### config.mk
export PLATFORM = sky130hd
export DESIGN_NAME = laser500_ram_arbiter
export DESIGN_NICKNAME = d
export VERILOG_FILES = /design/src/rtl/laser500_pkg.sv /design/src/rtl/laser500_ram_arb_pick.sv /design/src/rtl/laser500_ram_arbiter.sv
export SDC_FILE = /design/constraint.sdc
export NUM_CORES = 1
export LEC_CHECK = 0
export ABC_AREA = 1
export CAP_MARGIN = 20
export CORE_MARGIN = 10
export CORE_UTILIZATION = 42
export CTS_BUF_LIST = sky130_fd_sc_hd__clkbuf_8
export CTS_CLUSTER_DIAMETER = 40
export CTS_CLUSTER_SIZE = 14
export DETAILED_ROUTE_END_ITERATION = 10
export GPL_ROUTABILITY_DRIVEN = 0
export HOLD_SLACK_MARGIN = 0.06
export PLACE_DENSITY = 0.83
export SYNTH_ARGS = -nofsm -noshare
export SYNTH_HDL_FRONTEND = slang
export SYNTH_HIERARCHICAL = 1
export SYNTH_SLANG_ARGS = --single-unit
### constraint.sdc
create_clock -name F14M -period 2.33 [get_ports F14M]
set_input_delay 0.466 -clock F14M [delete_from_list [all_inputs] [get_ports F14M]]
set_output_delay 0.466 -clock F14M [all_outputs]
set_load 0.05 [all_outputs]
### src/rtl/laser500_pkg.sv
// laser500_pkg: shared arbiter states, grant codes and SDRAM address width
package laser500_pkg;
  localparam int SDRAM_AW = 25;
`ifdef RAM_ARB_ROMWP_EN
  typedef enum logic [1:0] {IDLE, ISSUE, WAIT, DROP} state_t;
`else
  typedef enum logic [1:0] {IDLE, ISSUE, WAIT} state_t;
`endif
  typedef enum logic [1:0] {GNT_NONE, GNT_DIO, GNT_VID, GNT_CPU} grant_t;
endpackage

### src/rtl/laser500_ram_arb_pick.sv
// laser500_ram_arb_pick: dio > vid > cpu priority, cpu beats vid once the video burst is saturated
module laser500_ram_arb_pick
  import laser500_pkg::*;
(
  input  logic   dio_req,
  input  logic   vid_req,
  input  logic   cpu_req,
  input  logic   vid_sat,
  output grant_t grant
);
  always_comb grant = dio_req ? GNT_DIO :
                      (vid_req && !(cpu_req && vid_sat)) ? GNT_VID :
                      cpu_req ? GNT_CPU : GNT_NONE;
endmodule

### src/rtl/laser500_ram_arbiter.sv
// laser500_ram_arbiter: one-at-a-time SDRAM arbiter for dio/vid/cpu; RAM_ARB_ROMWP_EN drops CPU writes below ROM_TOP
module laser500_ram_arbiter
  import laser500_pkg::*;
#(
  parameter int                   MAX_VID_BURST = 4,
  parameter logic [SDRAM_AW-1:0]  ROM_TOP       = 25'h0010000
) (
  input  logic                F14M,
  input  logic                reset,
  input  logic                cpu_req,
  input  logic                cpu_we,
  input  logic [SDRAM_AW-1:0] cpu_addr,
  input  logic [7:0]          cpu_din,
  output logic                cpu_ack,
  output logic [7:0]          cpu_dout,
  input  logic                vid_req,
  input  logic [SDRAM_AW-1:0] vid_addr,
  output logic                vid_ack,
  output logic [7:0]          vid_dout,
  input  logic                dio_req,
  input  logic [SDRAM_AW-1:0] dio_addr,
  input  logic [7:0]          dio_din,
  output logic                dio_ack,
  output logic                mem_oe,
  output logic                mem_we,
  output logic [SDRAM_AW-1:0] mem_addr,
  output logic [7:0]          mem_din,
  input  logic [7:0]          mem_dout,
  input  logic                mem_ready,
  output logic                busy
);
  localparam int CW = $clog2(MAX_VID_BURST + 1);
  state_t      state;
  grant_t      grant, win;
  logic        wr, g_wr, vid_sat;
  logic [CW-1:0] vid_cnt;
  assign vid_sat = vid_cnt == CW'(MAX_VID_BURST);
  assign g_wr    = grant == GNT_DIO || (grant == GNT_CPU && cpu_we);
  assign busy    = state != IDLE;
  laser500_ram_arb_pick u_pick (
    .dio_req (dio_req),
    .vid_req (vid_req),
    .cpu_req (cpu_req),
    .vid_sat (vid_sat),
    .grant   (grant)
  );
  always_ff @(posedge F14M) begin
    if (reset) begin
      state    <= IDLE;
      win      <= GNT_NONE;
      wr       <= 1'b0;
      cpu_ack  <= 1'b0;
      vid_ack  <= 1'b0;
      dio_ack  <= 1'b0;
      mem_oe   <= 1'b0;
      mem_we   <= 1'b0;
      mem_addr <= '0;
      mem_din  <= '0;
      cpu_dout <= '0;
      vid_dout <= '0;
      vid_cnt  <= '0;
    end else begin
      cpu_ack <= 1'b0;
      vid_ack <= 1'b0;
      dio_ack <= 1'b0;
      mem_oe  <= 1'b0;
      mem_we  <= 1'b0;
      if (!cpu_req) vid_cnt <= '0;
      case (state)
        IDLE: if (grant != GNT_NONE) begin
          win      <= grant;
          wr       <= g_wr;
          mem_addr <= grant == GNT_DIO ? dio_addr : grant == GNT_VID ? vid_addr : cpu_addr;
          mem_din  <= grant == GNT_DIO ? dio_din : cpu_din;
          if (grant == GNT_CPU) vid_cnt <= '0;
          else if (grant == GNT_VID && cpu_req && !vid_sat) vid_cnt <= vid_cnt + CW'(1);
`ifdef RAM_ARB_ROMWP_EN
          if (grant == GNT_CPU && cpu_we && cpu_addr < ROM_TOP) state <= DROP;
          else begin
            state  <= ISSUE;
            mem_oe <= !g_wr;
            mem_we <= g_wr;
          end
`else
          state  <= ISSUE;
          mem_oe <= !g_wr;
          mem_we <= g_wr;
`endif
        end
        ISSUE: state <= WAIT;
        WAIT: if (mem_ready) begin
          state   <= IDLE;
          cpu_ack <= win == GNT_CPU;
          vid_ack <= win == GNT_VID;
          dio_ack <= win == GNT_DIO;
          if (!wr && win == GNT_CPU) cpu_dout <= mem_dout;
          if (!wr && win == GNT_VID) vid_dout <= mem_dout;
        end
`ifdef RAM_ARB_ROMWP_EN
        DROP: begin
          state   <= IDLE;
          cpu_ack <= 1'b1;
        end
`endif
        default: state <= IDLE;
      endcase
    end
  end
endmodule

### After elaboration in Yosys (flattened, before gate mapping)

Cells that the tools add are included.
W data, S select, Z words.

| cells by class | value |
|---|---|
| $lt $le $gt $ge | 0 |
| shifts and indexed selects | 0 |
| add/sub/neg operators | 1 |
| multipliers | 0 |
| divide/modulo/power cells | 0 |
| muxes and demuxes | 14 |
| equality and inequality tests | 11 |
| reductions and logical operators | 21 |
| bitwise logic cells | 4 |

Operators with widths:

| operator | number |
|---|---|
| $mux W25 | 2 |
| $mux W3 | 5 |
| $eq A2 B2 Y1 const B | 5 |
| $mux W2 | 5 |
| $mux W8 | 1 |
| $logic_and A1 B1 Y1 | 7 |
| $eq A2 B1 Y1 const B | 3 |
| $pmux W2 S3 | 1 |
| $reduce_and A3 Y1 | 2 |
| $reduce_or A3 Y1 | 2 |
| $logic_not A1 Y1 | 4 |
| $ne A2 B2 Y1 const B | 2 |
| $not A1 Y1 | 4 |
| $reduce_and A2 Y1 | 2 |
| $reduce_bool A2 Y1 | 2 |
| $add A3 B1 Y3 const B | 1 |
| $eq A3 B3 Y1 const B | 1 |
| $logic_not A2 Y1 | 1 |
| $logic_or A1 B1 Y1 | 1 |

| word-level totals | value |
|---|---|
| input bits | 106 |
| register bits | 62 |
| bits in writable memories | 0 |
| logic and storage cells | 64 |
| ROM bits | 0 |
| output and inout bits | 55 |
| memories | 0 |
| bits in latches | 0 |

### Logic depth before layout (Yosys ltp)

Gate-level depths: netlist of run 1.

| depth | value |
|---|---|
| word-level depth | 13 |
| depth in mapped cells | 16 |
| mapped depth without buffers | 15 |

### By module

Netlist of run 1, hierarchy kept.

By module, submodules not included:

| module | sequential area each (sq um) | area each (sq um) | instances | cells each |
|---|---|---|---|---|
| laser500_ram_arbiter | 1,241.2 | 3,276.9 | 1 | 548 |
| laser500_ram_arb_pick | 0.0 | 26.3 | 1 | 7 |

### Worst setup path before layout of run 1

No wires, ideal clock.

| timing | value |
|---|---|
| path kind | flip-flop to flip-flop |
| start point | register vid_cnt[0] |
| end point | register mem_addr[10] |
| setup slack | 0.630 ns |
| library setup time | 0.070 ns |
| period minus slack after synthesis | 1.700 ns |
| arrival | 1.631 ns |
| buffers on the path | 2 |
| stages on the path, launching flop included | 16 |
| data required time | 2.260 ns |
| path through | dfxtp_1 > inv_1 > ha_1 > nand2_1 > inv_1 > inv_1 > nand2_1 > nand2_1 > nand2_1 > inv_1 > nand2_1 > nand2_1 > buf_4 > buf_2 > nor2_1 > a21oi_1 |

| on the way | value |
|---|---|
| word-level cells in the longest chain between the ends | 9 |
| elaborated cells between the ends (all ways) | 12 |
| classes of those cells | 3 x eq/ne; 4 x mux; 5 x reduce/logical |

Ends and longest elaborated chain:

| element | line | text |
|---|---|---|
| start, declared | laser500_ram_arbiter.sv:36 | `logic [CW-1:0] vid_cnt;` |
| start signal, assigned | laser500_ram_arbiter.sv:76 | `else if (grant == GNT_VID && cpu_req && !vid_sat) vid_cnt <= vid_cnt + CW'(1);` |
| $eq A3 B3 Y1 * | laser500_ram_arbiter.sv:37 | `assign vid_sat = vid_cnt == CW'(MAX_VID_BURST);` |
| net vid_sat | laser500_ram_arbiter.sv:35 | `logic wr, g_wr, vid_sat;` |
| $logic_and A1 B1 Y1 * | laser500_ram_arb_pick.sv:12 | `(vid_req && !(cpu_req && vid_sat)) ? GNT_VID :` |
| $logic_not A1 Y1 * | laser500_ram_arb_pick.sv:12 |  |
| $logic_and A1 B1 Y1 * | laser500_ram_arb_pick.sv:12 |  |
| $mux W2 * | laser500_ram_arb_pick.sv:12 |  |
| $mux W2 * | laser500_ram_arb_pick.sv:11 | `always_comb grant = dio_req ? GNT_DIO :` |
| net grant[0] | laser500_ram_arbiter.sv:34 | `grant_t grant, win;` |
| $eq A2 B2 Y1 | laser500_ram_arbiter.sv:73 | `mem_addr <= grant == GNT_DIO ? dio_addr : grant == GNT_VID ? vid_addr : cpu_addr;` |
| $mux W25 (2 in series) | laser500_ram_arbiter.sv:73 |  |
| end signal, assigned | laser500_ram_arbiter.sv:73 |  |
| end, declared | laser500_ram_arbiter.sv:26 | `output logic [SDRAM_AW-1:0] mem_addr,` |

Mark *: on every way through the listed nets, which the timed path passes. The rest lies on a longest branch.
A chain may end at the register's enable or synchronous reset.

### Worst setup path in the final report of run 1

| timing | value |
|---|---|
| start point | register state[0] |
| end point | output port busy |

| on the way | value |
|---|---|
| word-level cells in the longest chain between the ends | 1 |

Ends and longest elaborated chain:

| element | line | text |
|---|---|---|
| start, declared | laser500_ram_arbiter.sv:33 | `state_t state;` |
| start signal, assigned | laser500_ram_arbiter.sv:49 | `state <= IDLE;` |
| start signal, assigned | laser500_ram_arbiter.sv:85 | `state <= ISSUE;` |
| start signal, assigned | laser500_ram_arbiter.sv:90 | `ISSUE: state <= WAIT;` |
| $reduce_bool A2 Y1 | laser500_ram_arbiter.sv:39 | `assign busy = state != IDLE;` |
| end, declared | laser500_ram_arbiter.sv:30 | `output logic busy` |

Every way passes these cells.

==> results of run 1 <==
state kept, by name (all words and copies together) (netlist names):
name / count
cpu_ack: 1
cpu_dout: 8
dio_ack: 1
mem_addr: 25
mem_din: 8
mem_oe: 1
mem_we: 1
state: 2
vid_ack: 1
vid_cnt: 3
vid_dout: 8
win: 2
wr: 1
final timing paths:
check	startpoint	endpoint	slack [ns]	cells after the start
worst max-delay path	state[0]	busy	0.1	3
worst max register to register	vid_cnt[0]	mem_addr[18]	0.34	14
worst min-delay path	mem_din[6]	mem_din[6]	0.45	2
worst min register to register	mem_din[6]	mem_din[6]	0.45	2
final cells by class:
type                       count  area, um2
multi-input combinational    367       1550
clock buffer                   9        124
timing repair buffer         169       1680
tap                          102        128
inverter                     105        394
sequential                    62       1240
fill                         702       2470
clock inverter                 7       98.8
Yosys cell counts:
cell	number	area share [%]
a211oi_1	1	0.23
a21oi_1	16	2.4
buf_1	1	0.11
buf_2	7	1.1
buf_4	3	0.68
buf_6	3	1.0
clkbuf_1	7	0.80
dfxtp_1	62	38
ha_1	2	0.76
inv_1	100	11
inv_2	5	0.57
nand2_1	204	23
nand2_2	1	0.19
nand3_1	49	7.4
nand3_2	1	0.30
nand3_4	1	0.53
nand4_1	9	1.7
nor2_1	74	8.4
nor2_2	2	0.38
nor2_4	1	0.34
nor3_1	3	0.45
o21ai_0	2	0.30
o22ai_1	1	0.19
logic make-up (layout without fill, tap and decap cells):
kind of cell               count (synthesis)  after routing  synth area share (%)
AOI/OAI and AO/OA                         20             20                  3.14
adders and majority gates                  2              2                 0.757
DFF                                       62             62                  37.6
and+or+nand+nor                          345            345                  42.9
buffers and inverters                    126            290                  15.6
worst max-delay path: cells and delay by family (launching register included):
kind	cells	cell delay, ns
flip-flops	1	0.41
AND/OR/NAND/NOR	1	0.11
buffers and inverters	2	0.91
stage by stage:
step           cell area, um2  util (%)  setup WS (ns)  total power [mW]
2_1_floorplan            3300         -          0.630              1.88
3_3_place_gp             4990      64.9         0.0869              2.31
3_5_place_dp             4990      64.9         0.0339              2.33
4_1_cts                  5210      67.8         0.0745              3.38
5_1_grt                  5210      67.8         0.0337              3.52
6_report                 5210      67.8         0.0976              3.35
report_power, final:
group	internal, mW	switching [mW]	total, mW
clock network	0.605	0.439	1.04
logic	0.429	0.666	1.10
registers	1.15	0.0537	1.21
metal layers:
metal	part of all wire [%]	routed length [um]
met3	9.0	985
met2	48	5320
met4	2.8	306
met5	0	0
met1	40	4360
==> results by group, run 1 <==
Synth
  • Mapped cell area: about 3300 um2
  • Flops & latches, synth: slightly above 60
  • Syn Area/Cell: around 6.0 um2
  • Synthesized Nets: approximately 660
  • Synth warnings: 6
  • Cells after Synth: around 560
  • Synth cell types: 23
  • Seq/Total Area, Yosys: a little under two fifths

Drt
  • Pre-antenna DRT Iters: 5
  • Final ANT Viol Nets: 0
  • Vias after detailed routing: approximately 3800
  • Initial DRC Count: about 110
  • Routed len/inst: around 13 um
  • DRC viols: 0
  • Post-DR vias/cell: 4.64
  • Final wirelength: between 10 and 15 mm

Clock tree
  • Clk_lat worst skew: 0.33 ns
  • Clk sinks: 62
  • # H-tree levels: 3
  • Clock buffer depth: 2
  • TritonCTS clock tree: yes
  • CTS buffer count: 9
  • Register clock-pin slew on the reported worst setup and hold paths: ~0.070 ns
  • Root buf cell: clkbuf_8
  • Setup bufs post-CTS: 0
  • PostCTS Resize Cnt: 0
  • Post-CTS Hold Fix Bufs: 0

Placement
  • Buffers on Ports: 160
  • Placed Cells: 805
  • DP HPWL: between 8 and 9 mm

Power and ir drop
  • Peak supply drop: roughly 0.00033 V
  • Leakage: roughly 2.6 nW
  • Pwr dens: 642 nW/um2

STA
  • Final critical-path share of the clock period: ~96%
  • Min cycle time layout: between 2 and 2.5 ns
  • Rel. slew slack: 62.7%
  • Worst-Margin Slew: around 0.56 ns
  • Final setup skew: approximately 0.011 ns
  • RSZ-0062 raised after global routing: false
  • Setup Viol. Count Final: 0
  • Max Fclk: roughly 450 MHz
  • Post-route setup TNS: 0 ns
  • Final hold vios: 0
  • Hold slack: ~0.45 ns
  • Count of pins over their slew limit: 0

GRT
  • GRT Util Overall: a little under a fifth
  • Grt met3 use: 6.61%
  • Largest net degree at the start of global routing: between 40 and 50
  • Vias in the first global route: roughly 3700
  • Met2 Use GR: a little under a third
  • Top Usage Layer GRT: met2
  • Routing usage on met1: about a fifth
  • Antenna violations before repair: 0
  • First-pass GRT wire length: roughly 17 mm
  • Grt ovf: 0

Worst setup path
  • Crit end category: output pin
  • CP max FO: 3
  • CP max stage delay: roughly 0.82 ns
  • Critical Path RT: between 1.5 and 2 ns
  • Critical Path Source Type: flop
  • CP arrival: 1.77 ns
  • Worst path slowest cell: clkdlybuf4s50_1
  • Crit-path cells: inv_1, nand2_1, clkdlybuf4s50_1
  • Setup Crit Path Kind: flop to output pin

Run
  • # Max-Cap Violations: 0

Status
  • Run status: complete, no violations

Floorplan
  • Initial core utilization: roughly 43%
  • Die Height: 109 um
  • Row count: 32
  • Io pins: between 150 and 200
  • Die W: around 110 um
  • DIE AREA: approximately 12000 um2
  • Core Footprint: 7690 um2

Min path
  • Hold Crit Class: flop to flop

Finish
  • N_diodes: 0
  • Share of cells above drive strength 1: 5.01%
  • Final net count: a little over 800
  • Synth-to-layout area growth: 57.8%
  • Fin cells: 821
  • Commonest cells after routing, fill and taps aside: 204 x nand2_1, 160 x clkdlybuf4s50_1, 100 x inv_1
  • Leading cell type in the layout, fill and taps excluded: nand2_1
Note: power is estimated with default switching activity, not from simulation.
==> run 2, diff against run 1 <==
Settings changed: RECOVER_POWER set to 50.
==> run 2 against run 1 <==
Effect of this change: routed wire length decreased by 0.46%; clock-buffer cell count unchanged; cell count unchanged; clock power about the same; critical path depth unchanged; sequential power about the same; register-to-register slack about the same; final area decreased by 0.34%; combinational power about the same; critical path type unchanged.
==> results by group, run 2 (synthesized netlist as in run 1, its figures left out) <==
GRT
  • Largest net degree at the start of global routing: 41
  • Vias in the first global route: 3712
  • GRT Util Overall: between 10% and 20%
  • Antenna violations before repair: 0
  • Grt ovf: 0
  • First-pass GRT wire length: approximately 17 mm

Drt
  • Routed wl met2: ~5.3 mm
  • Final wirelength: between 10 and 15 mm
  • Initial DRC Count: 120
  • DRC viols: 0
  • Wl on met1: about 4.4 mm
  • Final ANT Viol Nets: 0
  • Vias after detailed routing: between 3000 and 4000
  • Met3 WL: roughly 900 um
  • Routed len/inst: about 13 um
  • Post-DR vias/cell: ~4.6
  • Uppermost routed layer: met4
  • Pre-antenna DRT Iters: 4

Floorplan
  • Die Height: about 110 um
  • Io pins: 161
  • DIE AREA: approximately 12000 um2
  • Row count: 32
  • Initial core utilization: 43.0%
  • Die W: about 110 um
  • Core Footprint: a little under 8000 um2

Clock tree
  • CTS buffer count: 9
  • Clock buffer depth: 2
  • Setup bufs post-CTS: 0
  • Clk_lat worst skew: 0.33 ns
  • Register clock-pin slew on the reported worst setup and hold paths: approximately 0.070 ns
  • Post-CTS Hold Fix Bufs: 0
  • Root buf cell: clkbuf_8
  • TritonCTS clock tree: yes
  • Clk sinks: 62
  • # H-tree levels: 3
  • PostCTS Resize Cnt: 0

Finish
  • Commonest cells after routing, fill and taps aside: 204 x nand2_1, 126 x clkdlybuf4s50_1, 100 x inv_1
  • Finished Core Util: ~68%
  • Final net count: 822
  • Share of cells above drive strength 1: under 10%
  • Fin cells: slightly above 800
  • N_diodes: 0
  • Synth-to-layout area growth: 57.3%
  • Max reg flops: 25
  • Final instance area: 5200 um2
  • Largest Register: mem_addr
  • Leading cell type in the layout, fill and taps excluded: nand2_1

STA
  • Final worst slack: between 0.15 and 0.2 ns
  • Setup Viol. Count Final: 0
  • Final hold vios: 0
  • Count of pins over their slew limit: 0
  • Worst-Margin Slew: roughly 0.66 ns
  • Post-route setup TNS: 0 ns
  • Max Fclk: ~460 MHz
  • Hold slack: 0.442 ns
  • Final critical-path share of the clock period: around 93%
  • Min cycle time layout: around 2.2 ns
  • RSZ-0062 raised after global routing: false
  • Final setup skew: 0.0116 ns
  • Rel. slew slack: between 50% and 60%

Worst setup path
  • CP max stage delay: between 0.8 and 0.9 ns
  • Crit-path cells: inv_1, nand2_1, clkdlybuf4s50_1
  • CP arrival: roughly 1.7 ns
  • Worst path slowest cell: clkdlybuf4s50_1
  • CP max FO: 4
  • Critical Path Source Type: flop
  • Critical Path RT: around 1.9 ns
  • Crit end category: output pin
  • Setup Crit Path Kind: flop to output pin

Min path
  • Hold Crit Class: flop to flop

Power and ir drop
  • Pwr dens: 640 nW/um2
  • Leakage: roughly 2.7 nW
  • Peak supply drop: between 0.0003 and 0.0004 V
  • Pwr Total: about 3.3 mW

Placement
  • Pre-CTS setup slack: 0.0339 ns
  • Placed Cells: slightly above 800
  • Area post-placement: between 4000 and 5000 um2
  • Buffers on Ports: 160
  • DP HPWL: approximately 9 mm

Run
  • # Max-Cap Violations: 0

Status
  • Run status: complete, no violations
run 2: cell count changes in the layout (fill, tap and decap cells not counted), sizes merged:
cell / delta
clkdlybuf4s50: -34
clkinv: +1
dlygate4sd3: +34
inv: -1
run 2: routing by layer:
metal | GRT usage (%) | vias to the layer above
met5 | 0 | -
met1 | 19.6 | 1661
met3 | 6.61 | 21
met4 | 8.85 | 0
met2 | 31.0 | 128
li1 | - | 1964
run 2: cell type report:
cell class              instances  area, um2
multi-input cells             367       1530
fillers                       705       2490
well taps                     102        128
inverters                     105        394
clock inverters                 7       98.8
clock buffers                   9        124
flip-flops and latches         62       1240
repair buffers                169       1680
run 2: power breakdown:
part | internal (mW) | switching (mW) | total, mW
registers | 1.15 | 0.0509 | 1.20
logic | 0.413 | 0.663 | 1.08
clock network | 0.605 | 0.438 | 1.04
run 2: path summary, 6_finish.rpt:
path | start | endpoint | slack (ns) | cells past startpoint
worst min-delay path | mem_din[6] | mem_din[6] | 0.44 | 2
worst max register to register | vid_cnt[0] | vid_cnt[0] | 0.34 | 15
worst min register to register | mem_din[6] | mem_din[6] | 0.44 | 2
worst max-delay path | state[1] | busy | 0.16 | 3
run 2: critical path, delay by kind of cell (launching register included):
kind	cells	cell delay [ns]
flops	1	0.39
buf+inv	2	0.89
simple gates	1	0.11
